$ cat src/rtl/iir_coeff_loader.sv
// Shadow/active coefficient bank for the iir8 MACC chain: writes fill the shadow bank,
// and a commit copies it into the active bank on the next sync. Optional readback: IIR_COEFF_READBACK_EN.
module iir_coeff_loader #(
  parameter int NSTAGES    = 8,
  parameter int COEFF_BITS = 18,
  parameter int ADDR_BITS  = 5
) (
  input  logic                          clk,
  input  logic                          rst,
  input  logic [ADDR_BITS-1:0]          wr_addr,
  input  logic [COEFF_BITS-1:0]         wr_data,
  input  logic                          wr_valid,
  output logic                          wr_ready,
  input  logic                          commit,
  input  logic                          sync,
  output logic [NSTAGES*COEFF_BITS-1:0] coeff1_out,
  output logic [NSTAGES*COEFF_BITS-1:0] coeff2_out,
  output logic                          armed,
  output logic                          update_done,
  output logic                          addr_err,
  input  logic                          err_clr,
  output logic [1:0]                    state_dbg
`ifdef IIR_COEFF_READBACK_EN
  ,
  input  logic [ADDR_BITS-1:0]          rd_addr,
  input  logic                          rd_bank,
  output logic [COEFF_BITS-1:0]         rd_data
`endif
);

  localparam int NWORDS = 2 * NSTAGES;
  localparam int IDX_BITS = $clog2(NWORDS);
  localparam logic [ADDR_BITS:0] NWORDS_EXT = (ADDR_BITS+1)'(NWORDS);

  typedef enum logic [1:0] {
    S_IDLE  = 2'd0,
    S_ARMED = 2'd1,
    S_APPLY = 2'd2
  } state_t;

  state_t                state;
  logic [COEFF_BITS-1:0] shadow [NWORDS];
  logic [COEFF_BITS-1:0] active [NWORDS];
  logic                  wr_fire;
  logic                  wr_in_range;

  // A write transfers on any edge where wr_valid && wr_ready; the writer holds
  // wr_addr/wr_data stable until then. wr_ready only rises in IDLE.
  assign wr_fire     = wr_valid && wr_ready;
  assign wr_in_range = ({1'b0, wr_addr} < NWORDS_EXT);
  assign state_dbg   = state;

  always_ff @(posedge clk or posedge rst) begin
    if (rst) begin
      state       <= S_IDLE;
      wr_ready    <= 1'b0;
      armed       <= 1'b0;
      update_done <= 1'b0;
      for (int i = 0; i < NWORDS; i++) begin
        shadow[i] <= '0;
        active[i] <= '0;
      end
    end else begin
      update_done <= 1'b0;
      // Same-cycle write and commit: the write lands first and joins the commit.
      if (wr_fire && wr_in_range) begin
        shadow[wr_addr[IDX_BITS-1:0]] <= wr_data;
      end
      case (state)
        S_IDLE: begin
          if (commit) begin
            state    <= S_ARMED;
            wr_ready <= 1'b0;
            armed    <= 1'b1;
          end else begin
            wr_ready <= 1'b1;
          end
        end
        S_ARMED: begin
          if (sync) begin
            state <= S_APPLY;
            armed <= 1'b0;
          end
        end
        S_APPLY: begin
          for (int i = 0; i < NWORDS; i++) begin
            active[i] <= shadow[i];
          end
          update_done <= 1'b1;
          wr_ready    <= 1'b1;
          state       <= S_IDLE;
        end
        default: begin
          state    <= S_IDLE;
          wr_ready <= 1'b0;
          armed    <= 1'b0;
        end
      endcase
    end
  end

  // A fresh bad write outranks a same-cycle clear.
  always_ff @(posedge clk or posedge rst) begin
    if (rst) begin
      addr_err <= 1'b0;
    end else if (wr_fire && !wr_in_range) begin
      addr_err <= 1'b1;
    end else if (err_clr) begin
      addr_err <= 1'b0;
    end
  end

  for (genvar k = 0; k < NSTAGES; k++) begin : g_pack
    assign coeff1_out[k*COEFF_BITS +: COEFF_BITS] = active[2*k];
    assign coeff2_out[k*COEFF_BITS +: COEFF_BITS] = active[2*k+1];
  end

`ifdef IIR_COEFF_READBACK_EN
  logic rd_in_range;
  assign rd_in_range = ({1'b0, rd_addr} < NWORDS_EXT);

  always_ff @(posedge clk or posedge rst) begin
    if (rst) begin
      rd_data <= '0;
    end else if (!rd_in_range) begin
      rd_data <= '0;
    end else if (rd_bank) begin
      rd_data <= active[rd_addr[IDX_BITS-1:0]];
    end else begin
      rd_data <= shadow[rd_addr[IDX_BITS-1:0]];
    end
  end
`endif

endmodule

$ cat config.mk
export PLATFORM = sky130hd
export DESIGN_NAME = iir_coeff_loader
export DESIGN_NICKNAME = d
export VERILOG_FILES = /design/src/rtl/iir_coeff_loader.sv
export SDC_FILE = /design/constraint.sdc
export NUM_CORES = 1
export LEC_CHECK = 0
export CORE_MARGIN = 4
export CORE_UTILIZATION = 40
export DETAILED_ROUTE_END_ITERATION = 8
export GPL_TIMING_DRIVEN = 0
export HOLD_SLACK_MARGIN = 0.02
export SYNTH_ARGS = -nofsm -noshare
export SYNTH_HDL_FRONTEND = slang
export SYNTH_SLANG_ARGS = --single-unit
$ cat constraint.sdc
create_clock -name clk -period 60.6 [get_ports clk]
set_input_delay 18.18 -clock clk [delete_from_list [all_inputs] [get_ports clk]]
set_output_delay 18.18 -clock clk [all_outputs]
set_load 0.005 [all_outputs]
==> results of run 1 <==
through the flow:
step,utilization (%),total power [mW],setup slack [ps],instance area (µm²),cells
after detailed placement,48.2,0.843,40200,25900,2295
after floorplan,-,0.666,26140,21700,1275
after global placement,48.0,0.836,19930,25800,2290
after CTS,52.0,1.23,40780,27900,2403
after global routing,52.0,1.27,40730,27900,2403
final,52.0,1.21,40820,27900,2403
where the power goes:
part           internal (mW)  total, mW  switching (mW)
sequential             0.492      0.546          0.0542
combinational          0.186      0.285          0.0992
clock                  0.224      0.374           0.150
total                  0.902       1.21           0.304
logic make-up after synthesis:
kind of cell | count (synthesis) | share of synthesized area (%)
multiplexers | 576 | 29.9
AO/OA/AOI/OAI | 6 | 0.156
flip-flops | 582 | 67.1
AND/OR/NAND/NOR | 32 | 1.18
buffers and inverters | 79 | 1.64
layout make-up:
type | count | area share [%]
buffer | 73 | 1.20
clock buffer | 84 | 6.21
clock inverter | 24 | 1.03
inverter | 6 | 0.108
multi-input combinational | 614 | 24.3
sequential | 582 | 52.2
tap | 696 | 3.12
timing repair buffer | 324 | 11.9
state kept, by name, summed over array words and instances, names as in the netlist:
name,cells
armed,1
wr_ready,1
state_dbg,2
coeff1_out,144
addr_err,1
coeff2_out,144
update_done,1
shadow,288
worst register-to-register path, delay by kind of cell, from the launching register on:
kind	cells	cell delay [ps]
buf+inv	3	1340
flops	1	430
mux	1	380
simple gates	1	210
metal layers:
layer,up-vias,part of all wire (%),GRT usage [%]
met5,-,0,0
met4,0,1.7,4.38
met3,63,7.2,6.14
met2,245,48,30.5
met1,6375,43,24.4
li1,5268,-,-
synthesized netlist by cell type:
library cell	instances	share of area [%]
nand4b_1	1	0.040
o21ai_0	1	0.023
nor4b_4	1	0.11
nor4_2	1	0.058
and3_1	2	0.058
nand2_1	2	0.035
buf_1	7	0.12
nor2_2	1	0.029
nand2_2	10	0.29
dfrtp_1	582	67
nand4_2	1	0.058
and3b_1	1	0.040
o22ai_1	1	0.029
clkbuf_1	20	0.35
buf_2	45	1.0
a21oi_1	3	0.069
nor2b_1	2	0.058
and4_1	1	0.040
and4bb_2	2	0.12
nand3_1	2	0.046
mux2_1	4	0.21
a21boi_0	1	0.035
nand2b_1	1	0.029
inv_1	6	0.10
mux2_2	572	30
buf_4	1	0.035
nor4b_2	2	0.14
nor2_1	2	0.035
worst paths after layout:
kind,start,end,cells past startpoint
worst max-delay path,wr_addr[1],shadow[4],5
worst min-delay path,shadow[241],shadow[241],1
worst max register to register,state_dbg[0],coeff2_out[127],5
worst min register to register,shadow[241],shadow[241],1
max in group asynchronous,rst,coeff1_out[40],4
min in group asynchronous,rst,coeff1_out[139],2
==> results.toml, run 1 <==
[timing]
rsz0062_at_grt = "no"
worst_slew_pin_slew_ps = 1050
max_freq_ghz = 0.0506
final_hold_viol_count = 0
fin_crit_sh_pct = 32.6
final_max_slew_viol_count = 0
finalSetupViolCount = 0
fin_skew_ps = 14.1
fin_hold_ws_ps = 490
slew-limit-headroom_pct = 29.9
finalCriticalPeriod_ps = 19780
setup_tns_ps = 0

[floorplanning]
die_height_um = 241
die-area_um2 = 58000
io_pins = 323
rows = 85
die_width_um = 241
core_um2 = 53700
initial_core_util_pct = 40.4

[clock_tree]
cts.sinks = 582
path_clk_slew_ps = 60
cts_setup_buffers = 0
cts_tree = "done"
cts-resized-gates = 0
cts_inserted_buffers = 61
cts_max_path_buffers = 3
clk_latency_ps = 610
htree_levels = 2
clockRootBuffer = "clkbuf_16"
ctsHoldBuffers = 0

[placement]
dp_hpwl_um = 37400
routabilityCongestion = 0.730
io_buffers = 319

[cells_and_area]
area_growth_syn_to_layout_pct = 28.7
final_cell_mix = "dfrtp_1 (582), mux2_2 (572), clkdlybuf4s50_1 (319)"
final_common_cell = "dfrtp_1"
register_area_um2 = 14600
nets = 1691
n_antenna_cell = 0
nFillCells = 4503
multi_input_area_um2 = 6780
drive_above_1_share_pct = 43.3

[drt]
drt_wl_total_um = 53800
wl_per_cell_um = 22.4
via_per_inst = 4.97
drc = 0
route.vias.total = 12000
ant_nets = 0
drt_iter0_markers = 455
dr.pass1.iters = 4

[yosys]
yosysWarnings = 0
synth_nets = 1304
syn_inst = 1275
yosysSeqAreaShare_pct = 67.1
ys_seq_elements = 582
syn_avg_cell_area_um2 = 17.0
synth.distinct_cells = 28
synth_area_um2 = 21700

[setup_path]
critPathArrivalTime_ps = 20260
worstPathMaxFanout = 10
critical_path_class = "primary input to flip-flop"
critPathLaunchType = "primary input"
worstPathRequired_ps = 61090
slowest_delay_ps = 670
crit_chain = "clkdlybuf4s50_1 > nand4b_1 > nor2_2 > buf_2 > mux2_2"
path_buf_inv = 2
endpoint_kind = "flip-flop"
cp_slowest_cell = "clkdlybuf4s50_1"
reg2reg_slack_ps = 58140
cp_top_family = "buffers and inverters"

[pwr]
p_per_area_nw_per_um2 = 43.2
leakage_nw = 13.3
peakVddDrop_mv = 0.0248

[global_routing]
gr-total-overflow = 0
antenna_found_initial = 1
grt_usage_pct = 18.6
grt_start_max_net_pins = 123
grt_pass1_wl_um = 81500
grt_pass1_vias = 13000

[flow_run]
cap_viol_max_count = 0

[min_path]
hold_class = "flip-flop to flip-flop"

[run_status]
status = "complete, no violations"
No activity file was read; power rests on OpenSTA's default activity.
==> run 2: changes to the inputs <==
==> constraint.sdc (replaced) <==
create_clock -name clk -period 16.2 [get_ports clk]
set_input_delay 4.86 -clock clk [delete_from_list [all_inputs] [get_ports clk]]
set_output_delay 4.86 -clock clk [all_outputs]
set_load 0.005 [all_outputs]
==> run 2 against run 1 <==
Effect of this change: flip-flop and latch count unchanged; power rose to 3.7 times the previous value; hold slack better by 2.7 ps; first-iteration DRC count down 11%; register-to-register slack worse by 44000 ps; die area unchanged; sequential share of layout area down 0.20 points; non-clock buffer count up 10; via count about the same; critical path depth unchanged; critical endpoint is now shadow[1]; largest cell class unchanged.
==> results.toml, run 2 (same netlist as run 1, synthesis figures left out) <==
[run_status]
status = "complete, no violations"

[placement]
routabilityCongestion = 0.765
io_buffers = 319
pre_cts_ws_ps = 9080
dp_hpwl_um = 38100

[clock_tree]
htree_levels = 2
path_clk_slew_ps = 60
cts-resized-gates = 0
cts.sinks = 582
cts_max_path_buffers = 3
cts_tree = "done"
cts_setup_buffers = 0
clk_latency_ps = 620
cts_inserted_buffers = 60
ctsHoldBuffers = 0
clockRootBuffer = "clkbuf_16"

[timing]
finalSetupViolCount = 0
fin_skew_ps = 19.3
worst_slack_ps = 9720
slew-limit-headroom_pct = 23.9
final_hold_viol_count = 0
fin_hold_ws_ps = 492
setup_tns_ps = 0
fin_crit_sh_pct = 40.0
rsz0062_at_grt = "no"
final_max_slew_viol_count = 0
worst_slew_pin_slew_ps = 1140
max_freq_ghz = 0.154
finalCriticalPeriod_ps = 6480

[setup_path]
path_buf_inv = 2
cp_top_family = "buffers and inverters"
worstPathRequired_ps = 16690
critPathArrivalTime_ps = 6980
worstPathMaxFanout = 10
slowest_delay_ps = 650
endpoint_kind = "flip-flop"
cp_slowest_cell = "clkdlybuf4s50_1"
critical_path_class = "primary input to flip-flop"
critPathLaunchType = "primary input"
crit_chain = "clkdlybuf4s50_1 > nand4b_1 > nor2_2 > buf_2 > mux2_2"

[drt]
drc = 0
drt_wl_total_um = 54000
drt_iter0_markers = 403
ant_nets = 0
dr.pass1.iters = 4
via_per_inst = 4.95
wl_per_cell_um = 22.4
route.vias.total = 12000

[cells_and_area]
nets = 1700
final_common_cell = "dfrtp_1"
regMostFlops = "shadow"
drive_above_1_share_pct = 43.2
largest_reg_flops = 288
nFillCells = 4448
area_growth_syn_to_layout_pct = 29.2
final_cell_mix = "dfrtp_1 (582), mux2_2 (572), clkdlybuf4s50_1 (319)"

[floorplanning]
die-area_um2 = 58000
io_pins = 323
core_um2 = 53700
initial_core_util_pct = 40.4
die_width_um = 241
rows = 85
die_height_um = 241

[global_routing]
grt_start_max_net_pins = 46
grt_pass1_wl_um = 81500
gr-total-overflow = 0
antenna_found_initial = 3
grt_usage_pct = 18.6
grt_pass1_vias = 12800

[flow_run]
cap_viol_max_count = 0

[pwr]
finalPower_mw = 4.48
leakage_nw = 13.3
peakVddDrop_mv = 0.0954
p_per_area_nw_per_um2 = 160

[min_path]
hold_class = "flip-flop to flip-flop"
run 2: metal layers:
layer  vias up  GRT usage, %  part of all wire [%]
met5         -             0                     0
met4         0          3.96                   1.8
met3        73          6.54                   7.5
met2       261          29.8                    47
met1      6336          24.8                    44
li1       5285             -                     -
run 2: metrics by stage:
stage	instances	util [%]	area, µm²
2_1_floorplan	1275	-	21700
3_3_place_gp	2290	48.0	25800
3_5_place_dp	2305	48.5	26100
4_1_cts	2415	52.2	28000
5_1_grt	2415	52.2	28000
6_report	2416	52.2	28000
run 2: worst paths after layout:
check / startpoint / end / slack, ps / cells after the start
setup / recovery: wr_addr[1] / shadow[1] / 9720 / 5
hold / removal: shadow[53] / coeff2_out[125] / 490 / 1
setup reg to reg: state_dbg[0] / coeff1_out[135] / 13720 / 5
hold reg to reg: shadow[53] / coeff2_out[125] / 490 / 1
max in group asynchronous: rst / shadow[73] / 9940 / 7
min in group asynchronous: rst / armed / 4600 / 2
run 2: where the power goes:
| group | switching, mW | internal, mW |
|---|---|---|
| clock network | 0.566 | 0.796 |
| registers | 0.202 | 1.84 |
| logic | 0.375 | 0.700 |
| total | 1.14 | 3.34 |
run 2: final cells by class:
type | count | area (µm²) | share of cell area (%)
Sequential cell | 582 | 14600 | 51.9
Multi-Input combinational cell | 614 | 6780 | 24.2
Timing Repair Buffer | 334 | 3490 | 12.5
Clock buffer | 92 | 1760 | 6.29
Tap cell | 696 | 871 | 3.11
Buffer | 73 | 334 | 1.19
Clock inverter | 18 | 208 | 0.741
Inverter | 6 | 26.3 | 0.0937
Antenna cell | 1 | 2.50 | 0.00893
run 2: worst register-to-register path: stages, from the launching register on:
cell and delay (ps):
dfrtp_1 450, nand2b_1 210, buf_2 260, clkbuf_1 630, buf_2 450, mux2_2 390
==> run 3: changes to the inputs <==
==> constraint.sdc (replaced) <==
create_clock -name clk -period 5.8 [get_ports clk]
set_input_delay 1.74 -clock clk [delete_from_list [all_inputs] [get_ports clk]]
set_output_delay 1.74 -clock clk [all_outputs]
set_load 0.005 [all_outputs]
==> results of run 3 <==
The final DEF is identical to that of run 2. Status: complete, no violations.
Among the figures that moved: setup slack after placement 9080 ps -> 1800 ps; setup slack after layout 9720 ps -> 2440 ps; register-to-register setup slack 13720 ps -> 3320 ps; total power 4.48 mW -> 12.5 mW; worst IR drop on VDD 0.0954 mV -> 0.267 mV
